===== src/rtl/demux_stream_1xn.sv =====
// Registered 1-to-N stream demultiplexer with per-lane one-entry output registers,
// optional broadcast, and a saturating counter for beats whose lane index is out of range.

module demux_stream_lane #(
   parameter int DATA_W = 8
) (
   input  logic              clk,
   input  logic              rst_n,
   input  logic              load,
   input  logic [DATA_W-1:0] load_data,
   input  logic              ready,
   output logic              valid,
   output logic [DATA_W-1:0] data,
   output logic              can_accept
);
   // A lane can be refilled on the same edge it drains, so it never stalls a full-rate stream.
   assign can_accept = !valid | ready;

   always_ff @(posedge clk) begin
      if (!rst_n) begin
         valid <= 1'b0;
         data  <= '0;
      end else if (load) begin
         valid <= 1'b1;
         data  <= load_data;
      end else if (ready) begin
         valid <= 1'b0;
      end
   end
endmodule

module demux_stream_1xn #(
   parameter  int DATA_W   = 8,
   parameter  int N_OUT    = 32,
   parameter  int BCAST_EN = 1,
   localparam int SEL_W    = $clog2(N_OUT)
) (
   input  logic                    clk,
   input  logic                    rst_n,
   input  logic                    in_valid,
   output logic                    in_ready,
   input  logic [DATA_W-1:0]       in_data,
   input  logic [SEL_W-1:0]        in_sel,
   input  logic                    in_bcast,
   output logic [N_OUT-1:0]        out_valid,
   input  logic [N_OUT-1:0]        out_ready,
   output logic [N_OUT*DATA_W-1:0] out_data,
   output logic [15:0]             drop_cnt
);
   localparam int EXT_W = SEL_W + 1;

   logic [N_OUT-1:0] can_accept;
   logic [N_OUT-1:0] sel_hot;
   logic [N_OUT-1:0] load;
   logic             bcast;
   logic             in_range;
   logic             accept;
   logic             drop;

   assign bcast    = in_bcast & (BCAST_EN != 0);
   assign in_range = ({1'b0, in_sel} < EXT_W'(N_OUT));

   // Out-of-range unicast beats are always accepted and sunk so the producer cannot wedge.
   assign in_ready = rst_n & (bcast ? (&can_accept) : (!in_range | (|(sel_hot & can_accept))));
   assign accept   = in_valid & in_ready;
   assign drop     = accept & !bcast & !in_range;

   for (genvar k = 0; k < N_OUT; k++) begin : g_lane
      assign sel_hot[k] = (in_sel == SEL_W'(k));
      assign load[k]    = accept & (bcast | sel_hot[k]);

      demux_stream_lane #(.DATA_W(DATA_W)) u_lane (
         .clk        (clk),
         .rst_n      (rst_n),
         .load       (load[k]),
         .load_data  (in_data),
         .ready      (out_ready[k]),
         .valid      (out_valid[k]),
         .data       (out_data[k*DATA_W +: DATA_W]),
         .can_accept (can_accept[k])
      );
   end

   always_ff @(posedge clk) begin
      if (!rst_n)
         drop_cnt <= '0;
      else if (drop && drop_cnt != 16'hFFFF)
         drop_cnt <= drop_cnt + 16'd1;
   end
endmodule


===== config.mk =====
export PLATFORM = sky130hd
export DESIGN_NAME = demux_stream_1xn
export DESIGN_NICKNAME = d
export VERILOG_FILES = /design/src/rtl/demux_stream_1xn.sv
export SDC_FILE = /design/constraint.sdc
export NUM_CORES = 1
export LEC_CHECK = 0
export ABC_AREA = 1
export ABC_CLOCK_PERIOD_IN_PS = 4690
export BUFFER_PORTS_ARGS = -buffer_cell sky130_fd_sc_hd__buf_2
export CAP_MARGIN = 25
export CELL_PAD_IN_SITES_DETAIL_PLACEMENT = 1
export CELL_PAD_IN_SITES_GLOBAL_PLACEMENT = 1
export CORE_UTILIZATION = 38
export DETAILED_ROUTE_END_ITERATION = 8
export GPL_ROUTABILITY_DRIVEN = 0
export PLACE_DENSITY_LB_ADDON = 0.15
export SLEW_MARGIN = 20
export SYNTH_ARGS = -nofsm -noshare
export SYNTH_HDL_FRONTEND = slang
export SYNTH_HIERARCHICAL = 1
export SYNTH_SLANG_ARGS = --single-unit

===== constraint.sdc =====
create_clock -name clk -period 4.69 [get_ports clk]
set_input_delay 0.938 -clock clk [delete_from_list [all_inputs] [get_ports clk]]
set_output_delay 0.938 -clock clk [all_outputs]
set_load 0.03 [all_outputs]

# Yosys cells after proc, flatten, opt, wreduce, memory -nomap -nowiden
# Cells that the tools add are included.
# op_classes
n_eq_ne	31
muxes	65
bitwise_logic	99
reduce_logical	67
# op_table
op	count
equality test 5 bit, second input constant	16
2-to-1 mux 1 bit	65
OR 1 bit	64
nonzero test 2 bit	32
equality test 5 x 4 -> 1 bit, second input constant	8
bitwise AND 1 bit	34
bitwise AND 32 bit	1
zero test 1 bit	32
AND reduction 32 bit	1
OR reduction 32 bit	1
equality test 5 x 3 -> 1 bit, second input constant	4
equality test 5 x 2 -> 1 bit, second input constant	2
equality test 5 x 1 -> 1 bit, second input constant	1
zero test 5 bit	1
# totals
regBits	288
inputBits	49
output_inout_bits	305
word_cells	326

# Longest topological paths before layout
# logic_depth
ltp_word	9
ltp_mapped	15
depth_no_buf	14

# By module
# Netlist, hierarchy kept.
# modules_own_cells
mod	n_inst	cells_each	area_each_um2	seq_area_each_um2
demux_stream_lane	32	38	304.0	180.2
demux_stream_1xn	1	257	1213.7	0.0

# Worst setup path after synthesis
# No wires, ideal clock.
# synth_timing
kind	input to output
from	input port in_sel[3]
to	output port in_ready
arrival_ns	1.927
t_required_ns	3.752
path_slack_ns	1.825
cell_stages	10
path_buffers	1
path_cell_list	nor2_1 -> buf_2 -> nand4_1 -> nand2_1 -> nor2_1 -> nand2_1 -> nor2_1 -> nand3_2 -> nand2_1 -> inv_1
# synth_between
elab_chain_cells	5
elab_cells_between_ends	36
cone_classes	eq/ne: 31; mux: 1; bitwise: 2; reduce/logical: 2
# synth_lines
item	line_no	text
start: declaration	43	input logic [SEL_W-1:0] in_sel,
equality test 5 x 1 -> 1 bit (tied with other cells)	69	assign sel_hot[k] = (in_sel == SEL_W'(k));
bitwise AND 32 bit (*)	64	assign in_ready = rst_n & (bcast ? (&can_accept) : (!in_range | (|(sel_hot & can_accept))));
OR reduction 32 bit (*)	64	
2-to-1 mux 1 bit (*)	64	
bitwise AND 1 bit (*)	64	
end: declaration	41	output logic in_ready,
# Mark *: on every way between the ends. The rest lies on a longest branch, timed or not.

# Final worst setup path
# layout_timing
from	input port in_sel[3]
to	register g_lane[24].u_lane.data[3]
# layout_between
elab_chain_cells	7
elab_cells_between_ends	39
cone_classes	eq/ne: 31; mux: 1; bitwise: 5; reduce/logical: 2
# layout_lines
item	line_no	text
equality test 5 x 1 -> 1 bit (tied with other cells)	69	
bitwise AND 32 bit	64	
OR reduction 32 bit	64	
2-to-1 mux 1 bit	64	
bitwise AND 1 bit	64	
bitwise AND 1 bit	65	assign accept = in_valid & in_ready;
bitwise AND 1 bit (*)	70	assign load[k] = accept & (bcast | sel_hot[k]);
via load[24]	54	logic [N_OUT-1:0] load;
end signal: assignment	25	data <= load_data;
end: declaration	13	output logic [DATA_W-1:0] data,
# Mark *: on every way through the listed nets, which the timed path passes. The rest lies on a longest branch.
# A chain may end at the register's enable or synchronous reset.

==> metrics <==
Via density between 4 and 5; Power Internal about 4300 µW; CTS root buf clkbuf_16; synthesized area around 11000 µm²; Rel. slew slack around 31%; synth warn 6; largest family of logic cells by synthesized area simple AND/OR/NAND/NOR gates; Critical Path RT around 5.1 ns; xor/xnor share of the synthesized area 0%; Mean Syn Cell Area 7.43 µm²; max_cap viols 0; Total Wirelength 40200 µm; Buffers on Ports approximately 340; Synth Area in Adders 0%; Crit. End Element register; First-pass DRT Iterations 5; post-synthesis mux area share 0%; Max IR drop VDD between 0.2 and 0.25 mV; multi-input logic area 4500 µm²; core area around 28000 µm²; Crit Path Max Fanout 32; Post-CTS Hold Fix Bufs 0; fin crit period 3.72 ns; Total Nets Final between 1500 and 2000; Logic pwr share between 15 and 20%; slowest stage delay, CP 0.81 ns; Horiz. Die Dim between 150 and 200 µm; Bufs on Longest Clock Path 3; leakage between 0.007 and 0.008 µW; Avg WL per Cell between 15 and 20 µm; Seq/Total Area, Yosys 52.7%; hpwl dp 26600 µm; cts repair resizes 0; initial DRC count approximately 590; Yosys cell types 21; kind of critical path in -> reg; GR Overflow Total 0; HP Class reg -> reg; startpoint type of the worst setup path primary input; Post-CTS Setup Repair Bufs 0; setup TNS 0 ns; # rows roughly 60; Reg area roughly 5800 µm²; CP Depth 13; Cell Chain, Critical Path buf_2 > nor2_1 > nand3_1 > nor2_1 > nor2_1 > nand2_1 > nor2_1 > nand3_2 > nand3_2 > nor2_1 > inv_2 > nor2_1 > nor2_1; FMAX between 0.2 and 0.3 GHz; fin area roughly 14000 µm²; Layout fillers 3679; Clock Latency Late Sink around 0.55 ns; R2R depth 12; DIE AREA about 29000 µm²; Residual DRC 0; crit share post-route 79.3%; clock network fraction of design power between 40% and 50%; Slew Limit Fails 0; Setup Viol. Count Final 0; most used cell, CP nor2_1; synthesized netlist cell count approximately 1500; Initial Util between 30% and 40%; fraction of the mapped netlist area in compound gates between 10% and 20%; Switch Pwr between 1500 and 2000 µW; RSZ-0062 raised after global routing false; TritonCTS Buffers 31; Die H 172 µm; Tightest Pin Transition slightly above 1 ns; clk slew on worst S/H paths about 0.060 ns; Crit path max-delay family simple AND/OR/NAND/NOR gates; largest net degree at the start of global routing 116; layout cells sized above 1 25.1%; gr usage total 26.4%; Yosys reg bits 288; outcome completed; # IOs 354; CTS tree done; Cells on Worst Hold Path 2; Clock Sinks 288; vias in the first global route approximately 11000; Post-Synth Simple-Gate Area about a quarter; global-route wire length before repair 60700 µm; Sw Ratio approximately 30%; depth of the CTS H-tree 1; Sequential Power Share between 40 and 50%; Fin. Hold Viols 0; PwrDens roughly 440 nW/µm²; clock skew ~0.016 ns; WP data arrival roughly 4.2 ns; Cell Area, Placed around 13000 µm²; Synth-to-Final Area Change 28.0%; Worst Path Buf+Inv 2; DR vias around 11000; Crit-path slowest cell nor2_1; initial antenna violation count 3; Final ANT Viol Nets 0
## worst min-delay path: stages (launching register included)
cell     delay [ns]
dfxtp_1        0.32
o21ai_0        0.07
nor2_1         0.07
## cell usage in the layout (no fill, tap or decap), drive strengths merged
master  instances
a21oi          36
buf           340
bufinv          2
clkbuf         49
clkinv          4
conb           16
dfxtp         288
diode           1
inv           141
nand2          84
nand3          31
nand4          33
nor2          565
nor3            2
o21ai         256
o31ai           3
or2             1
## worst paths after layout
kind / start / endpoint / slack [ns]
min: g_lane[26].u_lane/data[5]$_SDFFE_PN0P_ / g_lane[26].u_lane/data[5]$_SDFFE_PN0P_ / 0.49
max: in_sel[3] / g_lane[24].u_lane/data[3]$_SDFFE_PN0P_ / 0.97
min reg2reg: g_lane[26].u_lane/data[5]$_SDFFE_PN0P_ / g_lane[26].u_lane/data[5]$_SDFFE_PN0P_ / 0.49
max reg2reg: g_lane[5].u_lane/valid$_SDFFE_PN0P_ / g_lane[24].u_lane/data[3]$_SDFFE_PN0P_ / 1.33
## sequential cells by signal, indices dropped and copies added (netlist names)
name,count
g_lane.u_lane/valid,32
g_lane.u_lane/data,256
## metrics by stage
stage | util (%) | cells | setup slack (ns) | total power (µW) | hold WS [ns]
detailed placement | 46.2 | 2174 | 0.419 | 3710 | 0.478
finish | 49.9 | 2230 | 0.968 | 6100 | 0.490
CTS | 49.9 | 2229 | 0.985 | 6150 | 0.494
global placement | 46.2 | 2174 | 0.477 | 3680 | 0.470
floorplan | - | 1488 | 1.82 | 3330 | 0.628
global route | 49.9 | 2230 | 0.518 | 6320 | 0.518
## cell usage after synthesis
library cell | number | share of area [%]
a21oi_1 | 4 | 0.18
a21oi_2 | 32 | 2.6
buf_1 | 2 | 0.069
buf_2 | 4 | 0.18
buf_4 | 17 | 1.2
buf_6 | 2 | 0.21
clkbuf_1 | 7 | 0.24
conb_1 | 1 | 0.034
dfxtp_1 | 288 | 53
inv_1 | 103 | 3.5
inv_2 | 38 | 1.3
nand2_1 | 84 | 2.9
nand3_1 | 29 | 1.3
nand3_2 | 2 | 0.18
nand4_1 | 33 | 1.9
nor2_1 | 560 | 19
nor2_2 | 5 | 0.29
nor3_1 | 2 | 0.091
o21ai_0 | 256 | 12
o31ai_1 | 3 | 0.21
or2_2 | 1 | 0.057
## layer usage
layer  wire length (µm)  global-route usage [%]  share of wire, %  vias up
li1                   -                       -                 -     5388
met1              18000                    34.6                45     5305
met2              18800                    43.8                47      298
met3               2760                    6.56               6.9       50
met4                684                    5.71               1.7        4
met5                 18                       0             0.045        -
## power by group through the flow
stage	registers, µW	clock network, µW	logic [µW]
after global routing	2700	2570	1060
after detailed placement	2730	0	973
after CTS	2680	2490	977
final	2680	2450	972
after global placement	2730	0	956
after floorplan	3020	0	311
## logic make-up after synthesis
| logic type | after synthesis |
|---|---|
| simple gates | 716 |
| buf+inv | 173 |
| compound gates | 295 |
| flops | 288 |
| other cells | 1 |
## layout make-up
type	count	share of cell area (%)
multi-input combinational	1027	32.1
inverter	141	3.78
antenna	1	0.0179
clock buffer	49	6.73
sequential	288	41.2
timing repair buffer	340	12.2
clock inverter	6	0.572
tap	378	3.38
(Power assumes the default switching activity.)
